--- config.mk ---
export PLATFORM = sky130hd
export DESIGN_NAME = freelist_ctrl_flat
export DESIGN_NICKNAME = d
export VERILOG_FILES = /design/src/rtl/freelist_ctrl_if.sv /design/src/rtl/freelist_ctrl.sv /design/src/flat_wrapper.sv
export SDC_FILE = /design/constraint.sdc
export NUM_CORES = 1
export LEC_CHECK = 0
export ABC_AREA = 1
export BUFFER_PORTS_ARGS = -buffer_cell sky130_fd_sc_hd__buf_2
export CORE_UTILIZATION = 60
export DETAILED_ROUTE_END_ITERATION = 10
export PLACE_DENSITY_LB_ADDON = 0.3
export SYNTH_ARGS = -nofsm -noshare
export SYNTH_HDL_FRONTEND = slang
export SYNTH_SLANG_ARGS = --single-unit
--- constraint.sdc ---
create_clock -name clock -period 4.73 [get_ports clock]
set_input_delay 0.7095 -clock clock [delete_from_list [all_inputs] [get_ports clock]]
set_output_delay 0.7095 -clock clock [all_outputs]
set_load 0.02 [all_outputs]
--- src/rtl/freelist_ctrl_if.sv ---
// Rename/commit side signals of the physical-register free list.
// The slave modport is the free list itself; master is rename + ROB commit.
interface freelist_ctrl_if #(
   parameter int PREG_W = 6,
   parameter int PTR_W  = 6
);
   logic              rn2fl_instr0_lrd_valid;
   logic              rn2fl_instr1_lrd_valid;
   logic [PREG_W-1:0] fl2rn_instr0prd;
   logic [PREG_W-1:0] fl2rn_instr1prd;
   logic              fl2rn_ready;
   logic              rob2fl_commit0_valid;
   logic [PREG_W-1:0] rob2fl_commit0_old_prd;
   logic              rob2fl_commit1_valid;
   logic [PREG_W-1:0] rob2fl_commit1_old_prd;
   logic              flush_valid;
   logic [PTR_W-1:0]  fl_free_count;

   modport slave (
      input  rn2fl_instr0_lrd_valid, rn2fl_instr1_lrd_valid,
      input  rob2fl_commit0_valid, rob2fl_commit0_old_prd,
      input  rob2fl_commit1_valid, rob2fl_commit1_old_prd,
      input  flush_valid,
      output fl2rn_instr0prd, fl2rn_instr1prd, fl2rn_ready, fl_free_count
   );

   modport master (
      output rn2fl_instr0_lrd_valid, rn2fl_instr1_lrd_valid,
      output rob2fl_commit0_valid, rob2fl_commit0_old_prd,
      output rob2fl_commit1_valid, rob2fl_commit1_old_prd,
      output flush_valid,
      input  fl2rn_instr0prd, fl2rn_instr1prd, fl2rn_ready, fl_free_count
   );
endinterface

--- src/rtl/freelist_ctrl.sv ---
// Dual-ported physical-register free list: circular buffer with speculative head,
// architectural head for one-cycle flush recovery, and a release tail.
module freelist_ctrl #(
   parameter int PREG_NUM = 64,
   parameter int LREG_NUM = 32,
   parameter int PREG_W   = 6,
   parameter int PTR_W    = 6
) (
   input logic            clock,
   input logic            reset_n,
   freelist_ctrl_if.slave fl_if
);
   localparam int FL_DEPTH = PREG_NUM - LREG_NUM;
   localparam int IDX_W    = PTR_W - 1;

   logic [PREG_W-1:0] entry_q [FL_DEPTH];
   logic [PREG_W-1:0] entry_d [FL_DEPTH];
   logic [PTR_W-1:0]  head_q, head_d;
   logic [PTR_W-1:0]  arch_head_q, arch_head_d;
   logic [PTR_W-1:0]  tail_q, tail_d;

   logic [PTR_W-1:0]  free_count;
   logic              ready;
   logic [PTR_W-1:0]  n_alloc;
   logic [PTR_W-1:0]  n_commit;
   logic [IDX_W-1:0]  head_idx, head_idx1;
   logic [IDX_W-1:0]  tail_idx, tail_idx1;

   assign free_count = tail_q - head_q;
   assign ready      = free_count >= PTR_W'(2);
   assign head_idx   = head_q[IDX_W-1:0];
   assign head_idx1  = head_idx + IDX_W'(1);
   assign tail_idx   = tail_q[IDX_W-1:0];
   assign tail_idx1  = tail_idx + IDX_W'(1);

   // Grants are read straight from registered state; no release bypass.
   assign fl_if.fl2rn_instr0prd = entry_q[head_idx];
   assign fl_if.fl2rn_instr1prd = fl_if.rn2fl_instr0_lrd_valid ? entry_q[head_idx1]
                                                                : entry_q[head_idx];
   assign fl_if.fl2rn_ready     = ready;
   assign fl_if.fl_free_count   = free_count;

   always_comb begin
      n_commit = PTR_W'(fl_if.rob2fl_commit0_valid) + PTR_W'(fl_if.rob2fl_commit1_valid);
      n_alloc  = '0;
      if (ready && !fl_if.flush_valid)
         n_alloc = PTR_W'(fl_if.rn2fl_instr0_lrd_valid) + PTR_W'(fl_if.rn2fl_instr1_lrd_valid);

      arch_head_d = arch_head_q + n_commit;
      tail_d      = tail_q + n_commit;
      // Flush rewinds to the committed allocation point, including this cycle's commits.
      head_d      = fl_if.flush_valid ? (arch_head_q + n_commit) : (head_q + n_alloc);

      entry_d = entry_q;
      if (fl_if.rob2fl_commit0_valid)
         entry_d[tail_idx] = fl_if.rob2fl_commit0_old_prd;
      if (fl_if.rob2fl_commit1_valid)
         entry_d[fl_if.rob2fl_commit0_valid ? tail_idx1 : tail_idx] = fl_if.rob2fl_commit1_old_prd;
   end

   always_ff @(posedge clock or negedge reset_n) begin
      if (!reset_n) begin
         head_q      <= '0;
         arch_head_q <= '0;
         tail_q      <= PTR_W'(FL_DEPTH);
         for (int i = 0; i < FL_DEPTH; i++)
            entry_q[i] <= PREG_W'(LREG_NUM + i);
      end else begin
         head_q      <= head_d;
         arch_head_q <= arch_head_d;
         tail_q      <= tail_d;
         entry_q     <= entry_d;
      end
   end

   // Releasing more than was allocated would corrupt the list beyond recovery.
   overflow_a: assert property (@(posedge clock) disable iff (!reset_n)
                                free_count <= PTR_W'(FL_DEPTH))
      else $fatal(1, "freelist_ctrl: free list overflow");
endmodule

--- src/flat_wrapper.sv ---
// flat-port wrapper written by rule: the top's interface ports become plain ports
module freelist_ctrl_flat 
#(
   parameter int PREG_NUM = 64,
   parameter int LREG_NUM = 32,
   parameter int PREG_W   = 6,
   parameter int PTR_W    = 6
)
  (clock, reset_n, fl_if_rn2fl_instr0_lrd_valid, fl_if_rn2fl_instr1_lrd_valid, fl_if_rob2fl_commit0_valid, fl_if_rob2fl_commit0_old_prd, fl_if_rob2fl_commit1_valid, fl_if_rob2fl_commit1_old_prd, fl_if_flush_valid, fl_if_fl2rn_instr0prd, fl_if_fl2rn_instr1prd, fl_if_fl2rn_ready, fl_if_fl_free_count);
  freelist_ctrl_if #(.PREG_W(PREG_W), .PTR_W(PTR_W)) fl_if_i ();
  input logic clock;
  input logic reset_n;
  input wire logic [$bits(fl_if_i.rn2fl_instr0_lrd_valid)-1:0] fl_if_rn2fl_instr0_lrd_valid;
  input wire logic [$bits(fl_if_i.rn2fl_instr1_lrd_valid)-1:0] fl_if_rn2fl_instr1_lrd_valid;
  input wire logic [$bits(fl_if_i.rob2fl_commit0_valid)-1:0] fl_if_rob2fl_commit0_valid;
  input wire logic [$bits(fl_if_i.rob2fl_commit0_old_prd)-1:0] fl_if_rob2fl_commit0_old_prd;
  input wire logic [$bits(fl_if_i.rob2fl_commit1_valid)-1:0] fl_if_rob2fl_commit1_valid;
  input wire logic [$bits(fl_if_i.rob2fl_commit1_old_prd)-1:0] fl_if_rob2fl_commit1_old_prd;
  input wire logic [$bits(fl_if_i.flush_valid)-1:0] fl_if_flush_valid;
  output wire logic [$bits(fl_if_i.fl2rn_instr0prd)-1:0] fl_if_fl2rn_instr0prd;
  output wire logic [$bits(fl_if_i.fl2rn_instr1prd)-1:0] fl_if_fl2rn_instr1prd;
  output wire logic [$bits(fl_if_i.fl2rn_ready)-1:0] fl_if_fl2rn_ready;
  output wire logic [$bits(fl_if_i.fl_free_count)-1:0] fl_if_fl_free_count;
  assign fl_if_i.rn2fl_instr0_lrd_valid = fl_if_rn2fl_instr0_lrd_valid;
  assign fl_if_i.rn2fl_instr1_lrd_valid = fl_if_rn2fl_instr1_lrd_valid;
  assign fl_if_i.rob2fl_commit0_valid = fl_if_rob2fl_commit0_valid;
  assign fl_if_i.rob2fl_commit0_old_prd = fl_if_rob2fl_commit0_old_prd;
  assign fl_if_i.rob2fl_commit1_valid = fl_if_rob2fl_commit1_valid;
  assign fl_if_i.rob2fl_commit1_old_prd = fl_if_rob2fl_commit1_old_prd;
  assign fl_if_i.flush_valid = fl_if_flush_valid;
  assign fl_if_fl2rn_instr0prd = fl_if_i.fl2rn_instr0prd;
  assign fl_if_fl2rn_instr1prd = fl_if_i.fl2rn_instr1prd;
  assign fl_if_fl2rn_ready = fl_if_i.fl2rn_ready;
  assign fl_if_fl_free_count = fl_if_i.fl_free_count;
  freelist_ctrl #(.PREG_NUM(PREG_NUM), .LREG_NUM(LREG_NUM), .PREG_W(PREG_W), .PTR_W(PTR_W)) u_core (.clock(clock), .reset_n(reset_n), .fl_if(fl_if_i));
endmodule
==> impl_metrics.csv, run 1 <==
group,metric,value,unit
status,status,"finished with violations",
status,violations,"max-capacitance violations, max-slew violations",
setup_path,critPathCaptureType,"primary output",
clock_network,htree_num_levels,1,
timing,rsz0062_at_grt,"no",
global_route,track_usage,43.47,%
yosys,synth_edf_count,0,
floorplan,die_area,0.02676,mm^2
detailed_routing,vias,17219,
timing,setup_viol,0,
yosys,avgSynthCellArea,6.271,um^2
clock_network,clk_path_buf_depth,3,
timing,tightest_slew,1510,ps
timing,worst_slew_margin_rel,-1.145,%
place,place.gp.congestion,1.031,
timing,min_period_over_period,90.73,%
floorplan,die_w,163.6,um
yosys,ys_seq_area_share,34.45,%
cells_and_area,drive_above_1_share,10.62,%
timing,fin_tns_setup,0,ps
timing,maxSlewViolCount,25,
pwr,power_density,849.0,mW/mm^2
cells_and_area,antenna_cells,0,
yosys,synth_nets,2539,
flow_run,drv_cap,1,
yosys,synth-warning-count,0,
setup_path,worstReg2RegStart,"u_core.head_q[2]",
global_route,grt_max_degree,96,
pwr,p_leak,8.229,nW
global_route,grt.overflow.total,0,
timing,fin_skew,10.12,ps
clock_network,cts_tree,"built",
detailed_routing,via_per_inst,6.259,
place,dp_hpwl,36.85,mm
detailed_routing,drc,0,
yosys,synth_top_area_cell,"nand2_1",
cells_and_area,register_area,0.005401,mm^2
timing,hold_violations,0,
setup_path,critPathMaxFanout,67,
cells_and_area,final_util,66.00,%
cells_and_area,multi_input_area,0.008807,mm^2
global_route,grt_pass1_wl,88.50,mm
yosys,synth_cell_types,29,
detailed_routing,drt-pass1-iter-count,6,
clock_network,ctsHoldBuffers,0,
cells_and_area,nNetsFinal,2443,
global_route,grt_pass1_vias,15413,
setup_path,rrSetupSlack,1090,ps
floorplan,coreArea,0.02540,mm^2
yosys,synth_area,0.01566,mm^2
pwr,power,0.01423,W
place,io_buffer_count,37,
setup_path,r2r_cells,15,
yosys,synth_area_leaders,"nand2_1 (24%), dfstp_2 (19%), dfrtp_1 (15%)",
yosys,ys_dominant_reg_cell,"dfstp_2",
setup_path,cp-startpoint,"u_core.head_q[1]",
detailed_routing,finalWirelength,58.09,mm
clock_network,worstSkewPairLatency,550,ps
clock_network,clock_sinks,210,
clock_network,cts_setup_buffers,0,
clock_network,cts_root_buf,"clkbuf_16",
detailed_routing,ant_nets,0,
yosys,yosys-top-cells-count,"nand2_1 (1018), nand3_1 (351), o21ai_0 (248), inv_1 (190), clkbuf_1 (144)",
setup_path,critPathArrivalTime,3580,ps
yosys,synth_top_area_share,24.39,%
yosys,async_reset_ff_share,100.0,%
clock_network,ctsResizeCount,0,
setup_path,cp.required,4020,ps
floorplan,die_h,163.6,um
yosys,ys_seq_elements,210,
floorplan,ios,38,
setup_path,crit_path_start_kind,"flop",
worst_hold_path,hold_path_class,"in -> async",
clock_network,cts_buffers,25,
floorplan,row_count,58,
timing,period_minus_slack,4291,ps
setup_path,r2r_end,"u_core.head_q[4]",
pwr,vdd_drop_max,0.0008575,V
yosys,synth_most_common_cell,"nand2_1",
global_route,antenna_found_initial,0,
detailed_routing,wl_per_cell,21.12,um
cells_and_area,nFillCells,2370,
clock_network,clk_pin_slew,60,ps
cells_and_area,syn2layout_area_growth,7.021,%
setup_path,worstSetupEndpoint,"fl_if_fl2rn_instr1prd[1]",
detailed_routing,drt_iter0_markers,2426,
timing,max_freq,0.2330,GHz
setup_path,worstSetupPathType,"reg -> out",
floorplan,start_util,61.67,%
yosys,synth_cells,2498,
==> worst max-delay path: stages, from the launching register on <==
cell     delay, ps
dfrtp_2        410
buf_4          670
nand3_1        140
nand2_1        100
nand2_1        380
inv_1          550
nand3_1        230
nand3_1        120
nand3_1         80
nand2_1        140
buf_2          190
==> kinds of logic (layout without fill, tap and decap cells) <==
group | after synthesis | in the layout | synth area share (%)
AOI/OAI and AO/OA | 327 | 327 | 11.17
xor gates and xnor gates | 19 | 19 | 1.182
adders and majority gates | 22 | 22 | 1.949
buffers and inverters | 393 | 316 | 9.721
DFF | 210 | 210 | 34.45
muxes | 1 | 1 | 0.07189
and+or+nand+nor | 1526 | 1526 | 41.46
==> per-layer routing <==
layer | vias to the layer above | routed length [um] | track usage (%) | part of all wire, %
met3 | 227 | 7441 | 8.710 | 13
met2 | 1202 | 24760 | 64.48 | 43
li1 | 7919 | - | - | -
met4 | 0 | 3017 | 21.34 | 5.2
met5 | - | 0 | 0 | 0
met1 | 7871 | 22870 | 60.27 | 39
==> state kept, by name (all words and copies together), names as in the netlist <==
register            count
u_core.entry_q        192
u_core.head_q           6
u_core.tail_q           6
u_core.arch_head_q      6
==> worst min path at each step <==
stage	from	to	slack, ps	depth (start not counted)
6_report	reset_n	u_core.entry_q[75]	260	1
5_1_grt	reset_n	u_core.entry_q[80]	320	1
4_1_cts	reset_n	u_core.entry_q[80]	300	1
3_5_place_dp	u_core.arch_head_q[5]	u_core.arch_head_q[5]	480	1
3_3_place_gp	u_core.arch_head_q[5]	u_core.arch_head_q[5]	490	1
2_1_floorplan	reset_n	u_core.arch_head_q[0]	410	0
==> layout make-up <==
cell class                 count  area share (%)
multi-input combinational   1895           52.54
sequential                   210           32.22
inverter                     196           4.389
clock buffer                  32           4.068
timing repair buffer          74           3.187
tap                          330           2.463
clock inverter                14           1.134
==> power by group <==
group          internal, W  leakage (nW)  switching [W]  total [W]
sequential         0.00292          2.39       0.000643    0.00357
clock              0.00124         0.424       0.000845    0.00209
combinational      0.00250          5.41        0.00608    0.00858
total              0.00667          8.23        0.00757     0.0142
==> cell usage in the layout, fill, tap and decap left out, types with 5 or more instances in the layout <==
cell type,synthesis,layout
a21oi_1,34,34
and2_1,5,5
buf_12,0,5
buf_2,20,36
buf_4,6,32
clkbuf_16,0,25
dfrtp_1,97,95
dfstp_2,113,113
ha_1,18,18
inv_1,190,190
inv_2,6,6
nand2_1,1018,1017
nand3_1,351,351
nand4_1,97,97
nor2_1,42,36
nor2_4,2,8
o211ai_1,43,43
o21ai_0,248,248
xnor2_1,6,5
xor2_1,12,11
==> per-stage QoR <==
step / instances / hold WS, ps / worst slack [ps] / area (um^2)
2_1_floorplan: 2498 / 413.9 / 1445 / 15660
3_3_place_gp: 2705 / 486.2 / 1156 / 15890
3_5_place_dp: 2705 / 479.8 / 1143 / 15890
4_1_cts: 2751 / 300.3 / 547.8 / 16760
5_1_grt: 2751 / 318.8 / 362.2 / 16760
6_report: 2751 / 258.0 / 438.6 / 16760
(Power assumes the default switching activity.)
==> run 2, diff against run 1 <==
--- a/config.mk
+++ b/config.mk
@@ -7,7 +7,9 @@
 export LEC_CHECK = 0
 export ABC_AREA = 1
 export BUFFER_PORTS_ARGS = -buffer_cell sky130_fd_sc_hd__buf_2
-export CORE_UTILIZATION = 60
+export CELL_PAD_IN_SITES_DETAIL_PLACEMENT = 1
+export CELL_PAD_IN_SITES_GLOBAL_PLACEMENT = 1
+export CORE_UTILIZATION = 49
 export DETAILED_ROUTE_END_ITERATION = 10
 export PLACE_DENSITY_LB_ADDON = 0.3
 export SYNTH_ARGS = -nofsm -noshare
==> constraint.sdc (replaced) <==
create_clock -name clock -period 4.73 [get_ports clock]
set_input_delay 1.1825 -clock clock [delete_from_list [all_inputs] [get_ports clock]]
set_output_delay 1.1825 -clock clock [all_outputs]
set_load 0.02 [all_outputs]
==> run 2 against run 1 <==
Net effect:
- the run now ends clean
- sequential cell count stayed put
- non-clock buffer count is 15 higher
- largest power group unchanged
- highest routed layer unchanged
- sequential share of layout area is 0.46 points lower
- count of clock-buffer cells in the layout is 10 higher
==> impl_metrics.csv, run 2 (same netlist as run 1, synthesis figures left out) <==
group,metric,value,unit
global_route,track_usage,40.53,%
floorplan,die_w,180.8,um
timing,maxSlewViolCount,0,
pwr,pwr-share-clk,14.5,%
floorplan,die_h,180.8,um
global_route,antenna_found_initial,0,
timing,rsz0062_at_grt,"no",
detailed_routing,drt_iter0_markers,1892,
cells_and_area,multi_input_area,0.008807,mm^2
clock_network,cts_root_buf,"clkbuf_16",
clock_network,clk_path_buf_depth,3,
setup_path,rrSetupSlack,820,ps
setup_path,critPathArrivalTime,3280,ps
floorplan,coreArea,0.03147,mm^2
place,place.gp.congestion,0.9634,
timing,worst_slew_margin_rel,13.07,%
setup_path,crit_path_start_kind,"flop",
timing,min_period_over_period,94.24,%
cells_and_area,largest_reg_flops,192,
clock_network,clock_sinks,210,
timing,fin_skew,12.19,ps
place,dp_hpwl,43.26,mm
cells_and_area,layout_commonest_cell,"nand2_1",
timing,max_freq,0.2243,GHz
pwr,power_frac_seq,24.3,%
place,io_buffer_count,37,
clock_network,clk_pin_slew,60,ps
cells_and_area,stdcell_count,2840,
cells_and_area,syn2layout_area_growth,8.571,%
floorplan,die_area,0.03269,mm^2
global_route,grt_pass1_vias,17484,
status,status,"completed",
floorplan,ios,38,
pwr,p_leak,8.322,nW
global_route,grt.overflow.total,0,
timing,hold_violations,0,
timing,setup_ws,272.3,ps
detailed_routing,ant_nets,0,
pwr,switching_share,53.98,%
cells_and_area,largest_register,"u_core.entry_q",
cells_and_area,antenna_cells,0,
setup_path,path_cells,"buf_12 > ha_1 > inv_1 > fa_1 > xor2_1 > nor2_1 > nand3_1 > nor2_1 > nand2_1 > buf_2",
cells_and_area,drive_above_1_share,11.03,%
detailed_routing,via_per_inst,6.261,
cells_and_area,layout_common_cells,"nand2_1 (1017), nand3_1 (351), o21ai_0 (248), inv_1 (190), dfstp_2 (113)",
setup_path,critPathMaxFanout,144,
setup_path,critical_path.slowest_cell,"dfrtp_4",
timing,period_minus_slack,4458,ps
pwr,combPwrFrac,61.1,%
detailed_routing,vias,17781,
clock_network,htree_num_levels,1,
floorplan,row_count,65,
setup_path,cpMostUsedCell,"nor2_1",
global_route,grt_pass1_wl,102.5,mm
clock_network,worstSkewPairLatency,560,ps
setup_path,slowest_delay,650,ps
cells_and_area,register_area,0.005401,mm^2
timing,tightest_slew,1304,ps
setup_path,cp.required,3550,ps
floorplan,start_util,49.77,%
flow_run,drv_cap,0,
detailed_routing,drt-pass1-iter-count,6,
pwr,power,0.01484,W
cells_and_area,nNetsFinal,2459,
detailed_routing,drc,0,
detailed_routing,finalWirelength,66.79,mm
clock_network,ctsResizeCount,0,
setup_path,worstSetupPathType,"reg -> out",
setup_path,critPathCaptureType,"primary output",
clock_network,ctsHoldBuffers,0,
pwr,p_int,0.006828,W
pwr,vdd_drop_max,0.0006017,V
global_route,grt_max_degree,145,
clock_network,cts_setup_buffers,0,
pwr,power_density,872.4,mW/mm^2
place,place_ws,885.4,ps
clock_network,cts_buffers,26,
place,dpl.cell_count,2792,
clock_network,cts_tree,"built",
timing,fin_tns_setup,0,ps
timing,setup_viol,0,
detailed_routing,wl_per_cell,23.52,um
pwr,p_switching,0.008008,W
cells_and_area,nFillCells,4324,
worst_hold_path,hold_path_class,"reg -> reg",
run 2: cell count changes in the layout (fill, tap and decap cells not counted):
cell / previous run / this run
clkinv_2: 4 / 2
bufinv_16: 4 / 3
inv_6: 1 / 0
buf_12: 5 / 6
buf_4: 32 / 46
clkbuf_16: 25 / 27
clkbuf_8: 4 / 7
clkbuf_1: 4 / 9
clkinv_4: 3 / 0
clkinvlp_4: 2 / 1
run 2: path summary, 6_finish.rpt:
path / depth (start not counted) / endpoint / start
min in group asynchronous: 1 / u_core.entry_q[74] / reset_n
max in group asynchronous: 2 / u_core.entry_q[191] / reset_n
setup / recovery: 10 / fl_if_fl2rn_ready / u_core.head_q[0]
setup reg to reg: 17 / u_core.head_q[4] / u_core.head_q[0]
hold reg to reg: 1 / u_core.arch_head_q[5] / u_core.arch_head_q[5]
hold / removal: 1 / u_core.arch_head_q[5] / u_core.arch_head_q[5]
run 2: cell type report:
class                      instances  area share, %
tap                              402          2.958
timing repair buffer              89          3.877
clock buffer                      42          4.657
sequential                       210          31.76
clock inverter                     6         0.6327
inverter                         196          4.326
multi-input combinational       1895          51.79
run 2: per-stage QoR:
step / util (%) / hold WS [ps] / instance area [um^2]
2_1_floorplan: - / 443.9 / 15660
3_3_place_gp: 51.17 / 461.7 / 16110
3_5_place_dp: 51.17 / 460.0 / 16110
4_1_cts: 54.03 / 476.4 / 17010
5_1_grt: 54.03 / 500.5 / 17010
6_report: 54.03 / 476.1 / 17010
run 2: per-layer routing:
layer  vias to the layer above  GRT usage (%)  share of wire (%)  wire length (um)
met5                         -              0                  0                 0
met4                         0          19.01                5.0              3327
met3                       218          7.861                9.5              6343
met2                       899          61.78                 44             29320
met1                      8721          55.32                 42             27800
li1                       7943              -                  -                 -
run 2: power groups by stage:
stage	Combinational, W	Sequential (W)	Clock [W]
final	0.00907	0.00361	0.00216
after global routing	0.00981	0.00368	0.00221
after global placement	0.00835	0.00354	0
after CTS	0.00881	0.00357	0.00216
after floorplan	0.00598	0.00329	0
after detailed placement	0.00868	0.00359	0
run 2: critical path, delay by kind of cell (launching register included):
family        cells  cell delay (ps)
buf+inv           3              690
flops             1              650
simple gates      4              460
fa+ha+maj         2              660
xor+xnor          1              200
